===== src/rtl/pipe_fetch_ctrl_if.sv =====
// rtl/pipe_fetch_ctrl_if.sv - instruction-memory request/response handshake bundle
interface pipe_fetch_ctrl_if;
    logic        imem_req;
    logic [31:0] imem_addr;
    logic        imem_ready;
    logic [31:0] imem_rdata;

    modport master (
        output imem_req,
        output imem_addr,
        input  imem_ready,
        input  imem_rdata
    );

    modport slave (
        input  imem_req,
        input  imem_addr,
        output imem_ready,
        output imem_rdata
    );
endinterface


===== src/rtl/pipe_fetch_ctrl.sv =====
// rtl/pipe_fetch_ctrl.sv - IF sequencer: PC, IF/ID register, stall hold buffer; counters under FETCH_CTRL_PERF_EN
module pipe_fetch_ctrl #(
    parameter logic [31:0] RESET_PC = 32'h0000_0000,
    parameter logic [31:0] NOP      = 32'h0000_0000
) (
    input  logic                    clock_i,
    input  logic                    resetn_i,
    input  logic [1:0]              pcsource_i,
    input  logic [31:0]             bpc_i,
    input  logic [31:0]             da_i,
    input  logic [31:0]             jpc_i,
    input  logic                    stall_i,
    pipe_fetch_ctrl_if.master       imem,
    output logic [31:0]             pc_o,
    output logic [31:0]             dpc4_o,
    output logic [31:0]             dinst_o,
    output logic                    dvalid_o,
    output logic                    fetch_busy_o
`ifdef FETCH_CTRL_PERF_EN
    ,
    output logic [31:0]             perf_fetched_o,
    output logic [31:0]             perf_stall_o,
    output logic [31:0]             perf_squash_o
`endif
);

    typedef enum logic [1:0] {S_IDLE, S_FETCH, S_HOLD} state_t;

    state_t      state_q, state_d;
    logic [31:0] pc_q, pc_d;
    logic [31:0] pend_target_q, pend_target_d;
    logic        pend_q, pend_d;
    logic        kill_q, kill_d;
    logic [31:0] dpc4_q, dpc4_d;
    logic [31:0] dinst_q, dinst_d;
    logic        dvalid_q, dvalid_d;
    logic [31:0] hold_inst_q, hold_inst_d;
    logic [31:0] hold_pc4_q, hold_pc4_d;
    logic        hold_kill_q, hold_kill_d;
    logic        req_q, req_d;

    logic        redir;
    logic        squash;
    logic [31:0] target;
    logic [31:0] pc_plus4;
    logic [31:0] next_pc;

`ifdef FETCH_CTRL_PERF_EN
    logic [31:0] perf_fetched_q, perf_stall_q, perf_squash_q;
    logic        wr_valid, wr_squash;
`endif

    assign redir    = (pcsource_i != 2'b00) && !stall_i;
    assign pc_plus4 = pc_q + 32'd4;

    always_comb begin
        target = jpc_i;
        case (pcsource_i)
            2'b01:   target = bpc_i;
            2'b10:   target = da_i;
            default: target = jpc_i;
        endcase
    end

    // A pending redirect (taken while memory was busy) wins over pc+4 once the fetch lands.
    assign next_pc = redir ? target : (pend_q ? pend_target_q : pc_plus4);

    always_comb begin
        state_d       = state_q;
        pc_d          = pc_q;
        pend_target_d = pend_target_q;
        pend_d        = pend_q;
        kill_d        = kill_q;
        dpc4_d        = dpc4_q;
        dinst_d       = dinst_q;
        dvalid_d      = dvalid_q;
        hold_inst_d   = hold_inst_q;
        hold_pc4_d    = hold_pc4_q;
        hold_kill_d   = hold_kill_q;
        squash        = 1'b0;
`ifdef FETCH_CTRL_PERF_EN
        wr_valid      = 1'b0;
        wr_squash     = 1'b0;
`endif
        case (state_q)
            S_IDLE: state_d = S_FETCH;
            S_FETCH: begin
                if (imem.imem_ready && !stall_i) begin
                    squash   = kill_q || (redir && pcsource_i[0]);
                    dpc4_d   = pc_plus4;
                    dinst_d  = squash ? NOP : imem.imem_rdata;
                    dvalid_d = !squash;
                    pc_d     = next_pc;
                    pend_d   = 1'b0;
                    kill_d   = 1'b0;
`ifdef FETCH_CTRL_PERF_EN
                    wr_valid  = !squash;
                    wr_squash = squash;
`endif
                end else if (imem.imem_ready) begin
                    hold_inst_d = imem.imem_rdata;
                    hold_pc4_d  = pc_plus4;
                    hold_kill_d = kill_q;
                    state_d     = S_HOLD;
                end else if (!stall_i) begin
                    dpc4_d   = 32'd0;
                    dinst_d  = NOP;
                    dvalid_d = 1'b0;
                    if (redir) begin
                        pend_d        = 1'b1;
                        pend_target_d = target;
                        kill_d        = pcsource_i[0];
                    end
                end
            end
            S_HOLD: begin
                if (!stall_i) begin
                    squash   = hold_kill_q || (redir && pcsource_i[0]);
                    dpc4_d   = hold_pc4_q;
                    dinst_d  = squash ? NOP : hold_inst_q;
                    dvalid_d = !squash;
                    pc_d     = next_pc;
                    pend_d   = 1'b0;
                    kill_d   = 1'b0;
                    state_d  = S_FETCH;
`ifdef FETCH_CTRL_PERF_EN
                    wr_valid  = !squash;
                    wr_squash = squash;
`endif
                end
            end
            default: state_d = S_IDLE;
        endcase
        req_d = (state_d == S_FETCH);
    end

    always_ff @(posedge clock_i or negedge resetn_i) begin
        if (!resetn_i) begin
            state_q        <= S_IDLE;
            pc_q           <= RESET_PC;
            pend_target_q  <= 32'd0;
            pend_q         <= 1'b0;
            kill_q         <= 1'b0;
            dpc4_q         <= 32'd0;
            dinst_q        <= NOP;
            dvalid_q       <= 1'b0;
            hold_inst_q    <= NOP;
            hold_pc4_q     <= 32'd0;
            hold_kill_q    <= 1'b0;
            req_q          <= 1'b0;
`ifdef FETCH_CTRL_PERF_EN
            perf_fetched_q <= 32'd0;
            perf_stall_q   <= 32'd0;
            perf_squash_q  <= 32'd0;
`endif
        end else begin
            state_q        <= state_d;
            pc_q           <= pc_d;
            pend_target_q  <= pend_target_d;
            pend_q         <= pend_d;
            kill_q         <= kill_d;
            dpc4_q         <= dpc4_d;
            dinst_q        <= dinst_d;
            dvalid_q       <= dvalid_d;
            hold_inst_q    <= hold_inst_d;
            hold_pc4_q     <= hold_pc4_d;
            hold_kill_q    <= hold_kill_d;
            req_q          <= req_d;
`ifdef FETCH_CTRL_PERF_EN
            if (wr_valid)  perf_fetched_q <= perf_fetched_q + 32'd1;
            if (stall_i)   perf_stall_q   <= perf_stall_q + 32'd1;
            if (wr_squash) perf_squash_q  <= perf_squash_q + 32'd1;
`endif
        end
    end

    assign imem.imem_req  = req_q;
    assign imem.imem_addr = pc_q;
    assign pc_o           = pc_q;
    assign dpc4_o         = dpc4_q;
    assign dinst_o        = dinst_q;
    assign dvalid_o       = dvalid_q;
    assign fetch_busy_o   = (state_q == S_FETCH) && !imem.imem_ready;
`ifdef FETCH_CTRL_PERF_EN
    assign perf_fetched_o = perf_fetched_q;
    assign perf_stall_o   = perf_stall_q;
    assign perf_squash_o  = perf_squash_q;
`endif

endmodule


===== src/flat_wrapper.sv =====
// flat-port wrapper written by rule: the top's interface ports become plain ports
module pipe_fetch_ctrl_flat 
#(
    parameter logic [31:0] RESET_PC = 32'h0000_0000,
    parameter logic [31:0] NOP      = 32'h0000_0000
)
  (clock_i, resetn_i, pcsource_i, bpc_i, da_i, jpc_i, stall_i, pc_o, dpc4_o, dinst_o, dvalid_o, fetch_busy_o, imem_imem_req, imem_imem_addr, imem_imem_ready, imem_imem_rdata);
  pipe_fetch_ctrl_if imem_i ();
  input  logic clock_i;
  input  logic resetn_i;
  input  logic [1:0] pcsource_i;
  input  logic [31:0] bpc_i;
  input  logic [31:0] da_i;
  input  logic [31:0] jpc_i;
  input  logic stall_i;
  output logic [31:0] pc_o;
  output logic [31:0] dpc4_o;
  output logic [31:0] dinst_o;
  output logic dvalid_o;
  output logic fetch_busy_o;
  output wire logic [$bits(imem_i.imem_req)-1:0] imem_imem_req;
  output wire logic [$bits(imem_i.imem_addr)-1:0] imem_imem_addr;
  input wire logic [$bits(imem_i.imem_ready)-1:0] imem_imem_ready;
  input wire logic [$bits(imem_i.imem_rdata)-1:0] imem_imem_rdata;
  assign imem_imem_req = imem_i.imem_req;
  assign imem_imem_addr = imem_i.imem_addr;
  assign imem_i.imem_ready = imem_imem_ready;
  assign imem_i.imem_rdata = imem_imem_rdata;
  pipe_fetch_ctrl #(.RESET_PC(RESET_PC), .NOP(NOP)) u_core (.clock_i(clock_i), .resetn_i(resetn_i), .pcsource_i(pcsource_i), .bpc_i(bpc_i), .da_i(da_i), .jpc_i(jpc_i), .stall_i(stall_i), .imem(imem_i), .pc_o(pc_o), .dpc4_o(dpc4_o), .dinst_o(dinst_o), .dvalid_o(dvalid_o), .fetch_busy_o(fetch_busy_o));
endmodule

===== config.mk =====
export PLATFORM = sky130hd
export DESIGN_NAME = pipe_fetch_ctrl_flat
export DESIGN_NICKNAME = d
export VERILOG_FILES = /design/src/rtl/pipe_fetch_ctrl_if.sv /design/src/rtl/pipe_fetch_ctrl.sv /design/src/flat_wrapper.sv
export SDC_FILE = /design/constraint.sdc
export NUM_CORES = 1
export LEC_CHECK = 0
export BUFFER_PORTS_ARGS = -buffer_cell sky130_fd_sc_hd__buf_2
export CAP_MARGIN = 20
export CELL_PAD_IN_SITES_DETAIL_PLACEMENT = 0
export CELL_PAD_IN_SITES_GLOBAL_PLACEMENT = 2
export CORE_ASPECT_RATIO = 1.1
export CORE_MARGIN = 5
export CORE_UTILIZATION = 35
export DETAILED_ROUTE_END_ITERATION = 6
export PLACE_DENSITY_LB_ADDON = 0.1
export SYNTH_ARGS = -nofsm -noshare
export SYNTH_HDL_FRONTEND = slang
export SYNTH_SLANG_ARGS = --single-unit

===== constraint.sdc =====
create_clock -name clock_i -period 4.5 [get_ports clock_i]
set_input_delay 0.9 -clock clock_i [delete_from_list [all_inputs] [get_ports clock_i]]
set_output_delay 0.9 -clock clock_i [all_outputs]
set_load 0.02 [all_outputs]

==> impl_metrics.py <==
metrics = {
    "run_status": {
        "status": "finished, final reports clean",
    },
    "drt": {
        "drc_errors": 0,
        "dr.pass1.iters": 5,
        "ant_nets": 0,
        "vias": 8486,
        "finalWirelength_um": 30900,
        "wire_per_inst_um": 19.0,
        "viasPerCell": 5.21,
        "drtIter0Drc": 535,
    },
    "critical_path": {
        "end_kind": "output pin",
        "cp_slowest_cell": "nor2b_1",
        "crit_cells": 4,
        "r2r-end": "u_core.dpc4_o[16]$_DFFE_PN0P_",
        "r2r_slack_ns": 1.71,
        "cp_max_fo": 7,
        "r2r_cells": 6,
        "cp-start-kind": "flip-flop",
        "cpPeakStageDelay_ns": 0.44,
        "critPathTopFamily": "simple AND/OR/NAND/NOR gates",
        "crit_buf_inv": 2,
        "cp.required_ns": 3.60,
        "path_class": "flip-flop to output pin",
        "worst_ep_arrival_time_ns": 2.03,
        "reg2reg_from": "u_core.state_q[0]$_DFF_PN0_",
        "crit_chain": "inv_1 > ha_1 > nor2b_1 > buf_2",
    },
    "synth": {
        "ys.flop_type": "dfrtp_1",
        "syn_area_um2": 10100,
        "synth_nets": 1201,
        "synthTopCellsByArea": "dfrtp_1, mux2_2, nor2_1",
        "yosysTopAreaCellShare": 0.491,
        "synth_largest_area_cell": "dfrtp_1",
        "yosys_warnings": 0,
        "synth_edf_count": 0,
        "synth.distinct_cells": 61,
        "syn_inst": 1059,
        "synth_area_per_cell_um2": 9.57,
        "async_flop_share": 1.00,
        "ys_ff_latch": 199,
        "yosysSeqAreaShare": 0.491,
    },
    "power_and_ir_drop": {
        "switching_share": 0.437,
        "p_sw_mw": 3.94,
        "pwr-share-comb": 0.444,
        "power_mw": 9.01,
        "internal_power_mw": 5.07,
        "p_leak_nw": 5.55,
        "p_per_area_nw_per_um2": 738,
        "ir_worst_vdd_uv": 285,
        "clkPwrFrac": 0.181,
        "p_seq_frac": 0.375,
    },
    "timing": {
        "finalMaxSlewViolations": 0,
        "whs_ns": 0.477,
        "fmax_ghz": 0.341,
        "setup_viol": 0,
        "fin_worst_skew_ns": 0.0163,
        "worst_slew_pin_slew_ns": 1.05,
        "min_period_over_period": 0.652,
        "rsz0062_at_grt": "false",
        "relSlewSlack": 0.297,
        "hold_viol": 0,
        "post-route-min-period_ns": 2.93,
        "fin_setup_tns_ns": 0,
    },
    "clock_tree": {
        "numCtsBuffers": 17,
        "clkLatencyLatePin_ns": 0.44,
        "cts_hold_buf": 0,
        "cts_resized": 0,
        "clockBufferDepth": 2,
        "cts_root_buffer": "clkbuf_16",
        "cts_tree": "yes",
        "cts.reportedPaths.clkPinSlew_ns": 0.08,
        "postCtsSetupBuffers": 0,
        "htreeDepth": 4,
        "clock-sinks": 199,
    },
    "layout": {
        "syn2layout_area_growth_pct": 20.4,
        "final_util": 0.426,
        "seq_area_um2": 4980,
        "antenna_cells": 0,
        "nets": 1390,
        "multi_input_area_um2": 4610,
        "fill_cells": 2928,
        "layout-drive-gt1-share": 0.302,
    },
    "job": {
        "maxCapViolCount": 0,
    },
    "die": {
        "core_area_um2": 28600,
        "pin_count": 265,
        "die_area_um2": 32500,
        "die_y_um": 188,
        "start_util": 0.354,
        "rows": 65,
        "die_width_um": 172,
    },
    "worst_hold_path": {
        "min-delay-path-class": "flip-flop to flip-flop",
        "min_to": "u_core.pend_target_q[10]$_DFFE_PN0P_",
        "min_path_cells": 2,
        "hp-start": "u_core.pend_target_q[10]$_DFFE_PN0P_",
    },
    "global_route": {
        "gr-total-overflow": 0,
        "antenna_found_initial": 0,
        "grt_usage": 0.191,
        "grt_pass1_wl_um": 48900,
        "grt_pass1_vias": 8433,
        "grt_max_degree": 88,
    },
    "placement": {
        "io_buffers": 264,
        "hpwlAfterDp_um": 21600,
        "place_congestion": 0.787,
    },
}
sequential cells by signal, indices dropped and copies added (netlist names), 2 cells and up:
name                   cells
u_core.dpc4_o             32
u_core.hold_inst_q        32
u_core.state_q             2
u_core.imem.imem_addr     32
u_core.hold_pc4_q         32
u_core.dinst_o            32
u_core.pend_target_q      32
synthesized netlist by cell type, types with 12 or more instances:
cell        n
o22ai_1    17
o21ai_0    98
nor2_1    137
clkbuf_1   65
mux2_2     47
xor2_1     12
xnor2_1    13
a21oi_1    60
a221oi_1   44
a22oi_1    18
buf_4      36
inv_1      14
dfrtp_1   199
nand2_1   103
a22o_1     16
mux2i_1    19
nand3_1    14
worst max-delay path by stage:
stage | startpoint | end
6_report | u_core.state_q[1]$_DFF_PN0_ | fetch_busy_o
5_1_grt | u_core.state_q[0]$_DFF_PN0_ | u_core.dpc4_o[13]$_DFFE_PN0P_
4_1_cts | u_core.state_q[1]$_DFF_PN0_ | fetch_busy_o
3_5_place_dp | pcsource_i[0] | u_core.imem.imem_addr[19]$_DFFE_PN0P_
3_3_place_gp | pcsource_i[0] | u_core.imem.imem_addr[19]$_DFFE_PN0P_
2_1_floorplan | pcsource_i[0] | u_core.imem.imem_addr[18]$_DFFE_PN0P_
per-stage QoR:
step | instances | setup slack, ns | cell area (um^2)
4_1_cts | 1627 | 1.52 | 12200
3_5_place_dp | 1595 | 1.25 | 11600
2_1_floorplan | 1059 | 2.06 | 10100
3_3_place_gp | 1595 | 1.28 | 11600
5_1_grt | 1629 | 1.37 | 12200
6_report | 1629 | 1.57 | 12200
power groups by stage:
stage | clock network, mW | registers (mW) | logic (mW)
CTS | 1.68 | 3.39 | 4.06
detailed placement | 0 | 3.42 | 4.05
finish | 1.63 | 3.38 | 4.00
global placement | 0 | 3.39 | 4.03
global route | 1.76 | 3.51 | 4.46
floorplan | 0 | 3.76 | 2.40
kinds of logic after synthesis:
family | synth area share
AO/OA/AOI/OAI | 0.205
multiplexers | 0.0710
buffers and inverters | 0.0604
XOR/XNOR | 0.0232
AND/OR/NAND/NOR | 0.140
flip-flops | 0.491
adder cells (fa/ha/maj) | 0.00987
tightest hold or removal path: stages, from the launching register on:
cell	delay, ns
dfrtp_1	0.34
nand2_1	0.04
o21ai_0	0.06
placed cells by master (no fill, tap or decap), types with 4 or more instances in the layout:
cell type	netlist	final
buf_2	3	263
dfrtp_1	199	199
nor2_1	137	134
nand2_1	103	102
o21ai_0	98	97
a21oi_1	60	60
mux2_2	47	47
a221oi_1	44	44
mux2i_1	19	19
a22oi_1	18	18
o22ai_1	17	17
clkbuf_16	0	17
a22o_1	16	16
inv_1	14	14
buf_4	36	14
nand3_1	14	13
xnor2_1	13	13
xor2_1	12	12
nor3_1	11	11
a2bb2oi_1	10	10
a31oi_1	9	9
nand2b_1	8	8
nand4_1	7	7
a211oi_1	9	7
ha_1	8	7
o21a_1	5	5
or3_1	5	5
o2bb2ai_1	5	5
o31ai_1	5	5
nor2b_1	4	4
nor4_1	4	4
o221ai_1	4	4
o211ai_1	4	4
inv_6	0	4
area by class of cell:
type	count	area share
clock buffers	21	0.0369
flip-flops and latches	199	0.408
clock inverters	11	0.0133
well taps	368	0.0377
repair buffers	281	0.122
multi-input cells	734	0.378
inverters	15	0.00461
metal layers:
metal	global-route usage	vias to the layer above	wire length, um	share of wire
met5	0	-	0	0
met2	0.278	273	13200	0.43
li1	-	4157	-	-
met1	0.286	4037	15200	0.49
met3	0.0434	19	1970	0.064
met4	0.0475	0	453	0.015
Power figures use the tool's default switching activity.
